===== src/rtl/neuron_step_sequencer.sv =====
// neuron_step_sequencer
//
// Shares one Hodgkin-Huxley update datapath among NUM_NEURONS neuron
// contexts kept in an external context store. Each integration-step request
// walks every neuron index in order: read the context, start the datapath,
// wait for completion, write the result back and record the spike bit.
// At the end of a step it publishes the collected spike vector and bumps the
// step counter.
//
// Ports:
//   clk          clock, rising edge
//   rst_n        synchronous active-low reset
//   step_req     request one integration step (level, sampled every cycle)
//   clear_err    clears the sticky error flags
//   ctx_rd_en    context-store read strobe (data valid the following cycle)
//   ctx_wr_en    context-store write strobe (datapath result)
//   ctx_idx      neuron index for read/write, 0 while idle
//   dp_start     one-cycle start pulse to the HH datapath
//   dp_done      datapath completion pulse
//   dp_spike     spike result, valid with dp_done
//   busy         high whenever the sequencer is not idle
//   step_done    one-cycle pulse at step completion
//   spike_vec    spike bits of the last completed step
//   step_count   completed steps, wraps modulo 2^STEP_W
//   err_timeout  sticky: a neuron update timed out
//   err_overrun  sticky: a request arrived while one was already pending
//
// All outputs come straight from flops; the output process computes their
// next values from the next state.

module neuron_step_sequencer #(
  parameter int NUM_NEURONS = 4,
  parameter int IDX_W       = 2,
  parameter int TIMEOUT     = 63,
  parameter int STEP_W      = 16
) (
  input  logic                   clk,
  input  logic                   rst_n,
  input  logic                   step_req,
  input  logic                   clear_err,
  output logic                   ctx_rd_en,
  output logic                   ctx_wr_en,
  output logic [IDX_W-1:0]       ctx_idx,
  output logic                   dp_start,
  input  logic                   dp_done,
  input  logic                   dp_spike,
  output logic                   busy,
  output logic                   step_done,
  output logic [NUM_NEURONS-1:0] spike_vec,
  output logic [STEP_W-1:0]      step_count,
  output logic                   err_timeout,
  output logic                   err_overrun
);

  // The wait counter only has to hold 0..TIMEOUT-1: the TIMEOUT-th WAIT
  // cycle is recognised while the counter reads TIMEOUT-1.
  localparam int CNT_W = (TIMEOUT < 2) ? 1 : $clog2(TIMEOUT);

  localparam logic [IDX_W-1:0] LAST_IDX  = IDX_W'(NUM_NEURONS - 1);
  localparam logic [CNT_W-1:0] WAIT_LAST = CNT_W'(TIMEOUT - 1);

  typedef enum logic [2:0] {
    S_IDLE,
    S_FETCH,
    S_START,
    S_WAIT,
    S_WRITE,
    S_NEXT
  } state_t;

  state_t                 state;
  state_t                 state_nx;
  logic [IDX_W-1:0]       idx;
  logic [IDX_W-1:0]       idx_nx;
  logic                   pending;
  logic                   pending_nx;
  logic [CNT_W-1:0]       wait_cnt;
  logic [NUM_NEURONS-1:0] acc;

  // Events decoded by the next-state logic
  logic start_step;    // entering FETCH for index 0 of a new step
  logic step_end;      // leaving the NEXT state of the last neuron
  logic wait_done;     // datapath completed in WAIT
  logic wait_timeout;  // WAIT expired without completion
  logic overrun_evt;   // request dropped because one is already pending

  // Next values of the registered outputs
  logic             busy_d;
  logic             rd_d;
  logic             wr_d;
  logic             start_d;
  logic [IDX_W-1:0] idx_out_d;
  logic             err_to_d;
  logic             err_ov_d;

  // State register and registered outputs
  always_ff @(posedge clk) begin
    if (!rst_n) begin
      state       <= S_IDLE;
      idx         <= '0;
      pending     <= 1'b0;
      busy        <= 1'b0;
      ctx_rd_en   <= 1'b0;
      ctx_wr_en   <= 1'b0;
      dp_start    <= 1'b0;
      ctx_idx     <= '0;
      step_done   <= 1'b0;
      spike_vec   <= '0;
      step_count  <= '0;
      err_timeout <= 1'b0;
      err_overrun <= 1'b0;
    end else begin
      state       <= state_nx;
      idx         <= idx_nx;
      pending     <= pending_nx;
      busy        <= busy_d;
      ctx_rd_en   <= rd_d;
      ctx_wr_en   <= wr_d;
      dp_start    <= start_d;
      ctx_idx     <= idx_out_d;
      step_done   <= step_end;
      err_timeout <= err_to_d;
      err_overrun <= err_ov_d;
      if (step_end) begin
        spike_vec  <= acc;
        step_count <= step_count + STEP_W'(1);
      end
    end
  end

  // Spike accumulator and WAIT counter. Both are re-initialised before use
  // (accumulator at step start, counter in START), so they need no reset.
  // On the completing edge spike_vec takes the old accumulator value while
  // a back-to-back restart clears it.
  always_ff @(posedge clk) begin
    if (start_step) begin
      acc <= '0;
    end else if (wait_done) begin
      acc[idx] <= dp_spike;
    end
    if (state == S_START) begin
      wait_cnt <= '0;
    end else if (state == S_WAIT) begin
      wait_cnt <= wait_cnt + CNT_W'(1);
    end
  end

  // Next-state logic
  always_comb begin
    state_nx     = state;
    idx_nx       = idx;
    start_step   = 1'b0;
    step_end     = 1'b0;
    wait_done    = 1'b0;
    wait_timeout = 1'b0;
    case (state)
      S_IDLE: begin
        if (step_req || pending) begin
          state_nx   = S_FETCH;
          idx_nx     = '0;
          start_step = 1'b1;
        end
      end
      S_FETCH: state_nx = S_START;
      S_START: state_nx = S_WAIT;
      S_WAIT: begin
        // Completion wins over a timeout on the same cycle.
        if (dp_done) begin
          wait_done = 1'b1;
          state_nx  = S_WRITE;
        end else if (wait_cnt == WAIT_LAST) begin
          wait_timeout = 1'b1;
          state_nx     = S_NEXT;
        end
      end
      S_WRITE: state_nx = S_NEXT;
      S_NEXT: begin
        if (idx == LAST_IDX) begin
          step_end = 1'b1;
          idx_nx   = '0;
          if (pending) begin
            state_nx   = S_FETCH;
            start_step = 1'b1;
          end else begin
            state_nx = S_IDLE;
          end
        end else begin
          idx_nx   = idx + IDX_W'(1);
          state_nx = S_FETCH;
        end
      end
      default: begin
        state_nx = S_IDLE;
        idx_nx   = '0;
      end
    endcase

    // One-deep request queue. Starting a step consumes the pending request;
    // a request seen on that same edge while still busy becomes the new
    // pending one rather than an overrun.
    overrun_evt = step_req && pending && !start_step;
    if (start_step) begin
      pending_nx = (state != S_IDLE) && step_req;
    end else begin
      pending_nx = pending || (step_req && (state != S_IDLE));
    end
  end

  // Output logic
  always_comb begin
    busy_d    = (state_nx != S_IDLE);
    rd_d      = (state_nx == S_FETCH);
    start_d   = (state_nx == S_START);
    wr_d      = (state_nx == S_WRITE);
    idx_out_d = (state_nx == S_IDLE) ? '0 : idx_nx;
    // A same-cycle error beats the clear.
    if (wait_timeout) begin
      err_to_d = 1'b1;
    end else if (clear_err) begin
      err_to_d = 1'b0;
    end else begin
      err_to_d = err_timeout;
    end
    if (overrun_evt) begin
      err_ov_d = 1'b1;
    end else if (clear_err) begin
      err_ov_d = 1'b0;
    end else begin
      err_ov_d = err_overrun;
    end
  end

endmodule


===== config.mk =====
export PLATFORM = sky130hd
export DESIGN_NAME = neuron_step_sequencer
export DESIGN_NICKNAME = d
export VERILOG_FILES = /design/src/rtl/neuron_step_sequencer.sv
export SDC_FILE = /design/constraint.sdc
export NUM_CORES = 1
export LEC_CHECK = 0
export CORE_MARGIN = 1
export CORE_UTILIZATION = 65
export CTS_BUF_LIST = sky130_fd_sc_hd__clkbuf_8
export CTS_CLUSTER_DIAMETER = 100
export CTS_CLUSTER_SIZE = 20
export DETAILED_ROUTE_END_ITERATION = 16
export DONT_BUFFER_PORTS = 1
export PLACE_DENSITY = 0.79
export SLEW_MARGIN = 25
export SYNTH_ARGS = -nofsm -noshare
export SYNTH_HDL_FRONTEND = slang
export SYNTH_SLANG_ARGS = --single-unit

===== constraint.sdc =====
create_clock -name clk -period 2.7 [get_ports clk]
set_clock_uncertainty 0.05 [all_clocks]
set_input_delay 0.405 -clock clk [delete_from_list [all_inputs] [get_ports clk]]
set_output_delay 0.405 -clock clk [all_outputs]
set_load 0.02 [all_outputs]

Yosys cells after proc, flatten, opt, wreduce, memory -nomap -nowiden. Cells that the tools add are included.

Output and inout bits: 29. Register bits after elaboration: 45.

Reductions and logical operators: 15. $add $sub $neg: 3. Multiplexer cells: 27. Bitwise gates (word level): 1. Eq/ne operators: 10. Magnitude comparators: 2.

Operators with widths (count): case mux 3 bit (6 select lines) (1); adder 16 x 1 -> 16 bit (second input constant) (1); two-way mux 1 bit (16); two-way mux 3 bit (4); equality test 3 x 2 -> 1 bit (second input constant) (3); equality test 3 bit (second input constant) (3); adder 6 x 1 -> 6 bit (second input constant) (1); equality test 3 x 1 -> 1 bit (second input constant) (2); equality test 6 bit (second input constant) (1); logical NOT 3 bit (2); case mux 2 bit (3 select lines) (1); nonzero test 3 bit (2); bitwise mux 4 bit (1); logical AND 1 bit (4); two-way mux 2 bit (2); nonzero test 2 bit (2); OR reduction 4 bit (1); < comparator 2 x 3 -> 1 bit (second input constant) (1); adder 2 x 1 -> 2 bit (second input constant) (1); demux 1 bit (select 2 bit) (1); equality test 2 bit (second input constant) (1); >= comparator 2 x 1 -> 1 bit (second input constant) (1); logical OR 1 bit (2); case mux 1 bit (2 select lines) (1); other kinds (3) (3).

Depth between registers and ports, before layout.
Depth after elaboration: 6. Gate-level depth with buffers: 6. Mapped depth without buffers: 5.

Worst setup path after synthesis. No wires, ideal clock.

Path type: flip-flop to flip-flop. Start point: reg step_count[0]. End point: reg step_count[12]. Slack: 0.717 ns. Library setup time: 0.071 ns. Period minus slack after synthesis: 1.983 ns. Required time: 2.579 ns. Path buffers: 0. Arrival time: 1.862 ns. Stages on the path, launching flop included: 6. Cells stage by stage: dfxtp_1 -> ha_1 -> and4_1 -> or4b_4 -> or3_1 -> a21oi_1.

Longest elaborated chain between the ends: 1.

RTL lines: from (decl) (line 50) `output logic [STEP_W-1:0] step_count,`; from (signal assigned) (line 126) `step_count <= step_count + STEP_W'(1);`; adder 16 x 1 -> 16 bit (line 126).

Every way passes these cells. A chain may end at the register's enable or synchronous reset.

Final worst setup path.
Start point: reg idx[1]. End point: reg step_count[15].

Longest elaborated chain between the ends: 3.

RTL lines: from (decl) (line 73) `logic [IDX_W-1:0] idx;`; from (signal assigned) (line 114) `idx <= idx_nx;`; equality test 2 bit (line 178) `if (idx == LAST_IDX) begin`; two-way mux 1 bit (line 178); two-way mux 1 bit (line 156) `case (state)`.

Every way passes these cells.

==> run_results.csv <==
group,metric,value,unit
route,first_iter_violations,96,
floorplanning,initial_core_util,0.705,
logic_synthesis,synthArstFlopShare,0,
worst_setup_path,critPathCaptureType,"flip-flop",
timing,tns,0,ns
route,wl,3850,um
pwr,p_seq_frac,0.601,
floorplanning,die-area,0.00330,mm2
pwr,clkPwrFrac,0.318,
worst_setup_path,worst-path-stages,5,
timing,drv_slew,0,
worst_setup_path,crit_type,"flip-flop to flip-flop",
worst_setup_path,critPathLaunchType,"flip-flop",
logic_synthesis,synthDistinctLibCells,43,
logic_synthesis,yosysSeqAreaShare,0.451,
global_route,antenna_found_initial,0,
worst_setup_path,slowest_stage,"or4_1",
worst_setup_path,slowest_delay,0.67,ns
route,drcViolationCount,3,
clock_tree,tritoncts,"built",
logic_synthesis,ys_seq_elements,45,
placement,dpl.hpwl,2830,um
global_route,grt.overflow.total,0,
timing,worst_slew_pin_slew,0.639,ns
worst_setup_path,required,2.87,ns
finish,antenna_cells,0,
route,detail-route-antenna-nets,0,
timing,hold_viol,0,
pwr,p_sw_frac,0.260,
finish,nets,244,
global_route,grt_use_total,0.261,
run_status,violations,"design-rule violations",
placement,place_congestion,0.873,
global_route,grt_start_max_net_pins,26,
route,wl_per_cell,14.6,um
logic_synthesis,synth_area,0.00200,mm2
timing,setup_viol,0,
job,drv_cap,0,
floorplanning,io_pins,35,
timing,fin_crit_sh,0.859,
clock_tree,clockBufferDepth,2,
global_route,grt_pass1_wl,6660,um
pwr,switching_power,0.319,mW
worst_setup_path,cp_top_family,"simple AND/OR/NAND/NOR gates",
clock_tree,cts_root_buf,"clkbuf_8",
min_path,whs_path_depth,1,
finish,fillers,216,
worst_setup_path,cp_max_fo,11,
pwr,p_comb_frac,0.081,
timing,rsz0062_at_grt,"no",
worst_setup_path,reg2reg_depth,5,
worst_setup_path,crit_buf_inv,0,
logic_synthesis,syn-num-nets,244,
pwr,p_int,0.907,mW
floorplanning,core,0.00283,mm2
pwr,power_density,587,mW/mm2
clock_tree,post-cts-setup-buffers,0,
min_path,hold_start,"rst_n",
timing,period_minus_slack,2.32,ns
worst_setup_path,cp.arrival,2.48,ns
run_status,status,"finished with violations",
logic_synthesis,ys.flop_type,"dfxtp_1",
clock_tree,clock_sink_count,45,
logic_synthesis,synth_edf_count,0,
worst_setup_path,r2r-start,"idx[1]",
finish,syn_to_final_growth,4.77,%
floorplanning,die_w,57.4,um
pwr,max-vdd-ir-drop,0.000336,V
timing,max_slew_margin,0.572,
clock_tree,clk_pin_slew,0.08,ns
timing,max_clock_freq,431,MHz
clock_tree,ctsHoldBuffers,0,
min_path,hp-class,"primary input to flip-flop",
worst_setup_path,cp_cell_sequence,"ha_1 > nand4b_2 > or4_1 > or3_1 > a21oi_1",
route,vias,1617,
finish,post-route-util,0.739,
floorplanning,placement_rows,19,
pwr,p_leak,0.793,nW
logic_synthesis,netlist_instances,231,
logic_synthesis,postSynthAreaPerCell,8.64,um2
worst_setup_path,cp-startpoint,"idx[1]",
clock_tree,cts_resized,0,
clock_tree,cts_made_buffers,5,
logic_synthesis,ys_warn_count,0,
global_route,grt_pass1_vias,1456,
route,first_pass_iters,10,
clock_tree,htree_levels,2,
clock_tree,clock_latency,0.30,ns
placement,numPortBuffers,0,
finish,layout-drive-gt1-share,0.0560,
route,avgViaCountPerCell,6.15,
floorplanning,dieHeight,57.4,um
[flip-flops by register name, summed over array words and instances (netlist names), 2 cells and up]
| signal | count |
|---|---|
| idx | 2 |
| wait_cnt | 6 |
| step_count | 16 |
| spike_vec | 4 |
| ctx_idx | 2 |
| state | 3 |
| acc | 4 |
[area by class of cell]
type / instances / area [um2] / share of cell area
clock buffer: 5 / 68.8 / 0.0329
clock inverter: 3 / 13.8 / 0.00658
inverter: 10 / 37.5 / 0.0180
multi-input combinational: 166 / 1010 / 0.482
sequential: 45 / 901 / 0.431
tap: 31 / 38.8 / 0.0186
timing repair buffer: 3 / 22.5 / 0.0108
[synthesized netlist by cell type, types with 3 or more instances]
master     n  area, um2
xnor2_1    6       52.6
o21ai_0   18       90.1
nand2_1   25       93.8
nand4_1    4       25.0
nand3_1   15       75.1
clkbuf_1   8       30.0
and3_1     4       25.0
ha_1       7       87.6
mux2i_1    4       40.0
o22ai_1    3       18.8
a21oi_1   12       60.1
or3_1      3       18.8
xor2_1     5       43.8
nor3_1     5       25.0
nor2_1    20       75.1
dfxtp_1   45        901
inv_1      9       33.8
nor4_1     3       18.8
and2_1     4       25.0
[cell families after synthesis]
| logic type | share of synthesized area |
|---|---|
| xor gates and xnor gates | 0.0483 |
| DFF | 0.451 |
| AOI/OAI and AO/OA | 0.132 |
| adders and majority gates | 0.0439 |
| buffers and inverters | 0.0433 |
| and+or+nand+nor | 0.261 |
| muxes | 0.0201 |
[per-layer routing]
metal | vias to the layer above | GRT usage | share of wire
met5 | - | 0 | 0
met4 | 0 | 0.0732 | 0.011
met3 | 6 | 0.0839 | 0.049
met2 | 42 | 0.407 | 0.48
met1 | 763 | 0.347 | 0.46
li1 | 806 | - | -
[layout by cell type, fill, tap and decap left out, drive strengths merged, types with 4 or more instances in the layout]
| master | synthesis | routed |
|---|---|---|
| dfxtp | 45 | 45 |
| nand2 | 25 | 25 |
| nor2 | 20 | 20 |
| o21ai | 18 | 18 |
| nand3 | 15 | 15 |
| a21oi | 12 | 12 |
| inv | 9 | 10 |
| ha | 7 | 7 |
| xnor2 | 6 | 6 |
| nor3 | 5 | 5 |
| xor2 | 5 | 5 |
| clkbuf | 8 | 5 |
| nand4 | 4 | 4 |
| and3 | 4 | 4 |
| and2 | 4 | 4 |
| mux2i | 4 | 4 |
[metrics by stage]
| stage | cell area (um2) | setup WS, ns | power, mW | std cells | hold WS, ns |
|---|---|---|---|---|---|
| 2_1_floorplan | 2000 | 0.717 | 0.827 | 231 | 0.382 |
| 3_3_place_gp | 2010 | 0.530 | 0.844 | 255 | 0.400 |
| 3_5_place_dp | 2010 | 0.429 | 0.850 | 255 | 0.409 |
| 4_1_cts | 2090 | 0.401 | 1.23 | 263 | 0.168 |
| 5_1_grt | 2090 | 0.270 | 1.29 | 263 | 0.159 |
| 6_report | 2090 | 0.382 | 1.23 | 263 | 0.175 |
[power groups by stage]
stage	logic [mW]	clock network [mW]	registers, mW
floorplan	0.0900	0	0.737
global placement	0.0946	0	0.749
detailed placement	0.0989	0	0.751
CTS	0.0991	0.398	0.736
global route	0.115	0.428	0.743
finish	0.0999	0.390	0.737
[final timing paths]
| kind | end | slack [ns] |
|---|---|---|
| max | step_count[15] | 0.38 |
| min | err_timeout | 0.18 |
| max reg2reg | step_count[15] | 0.38 |
| min reg2reg | spike_vec[1] | 0.41 |
No activity file was read; power rests on OpenSTA's default activity.
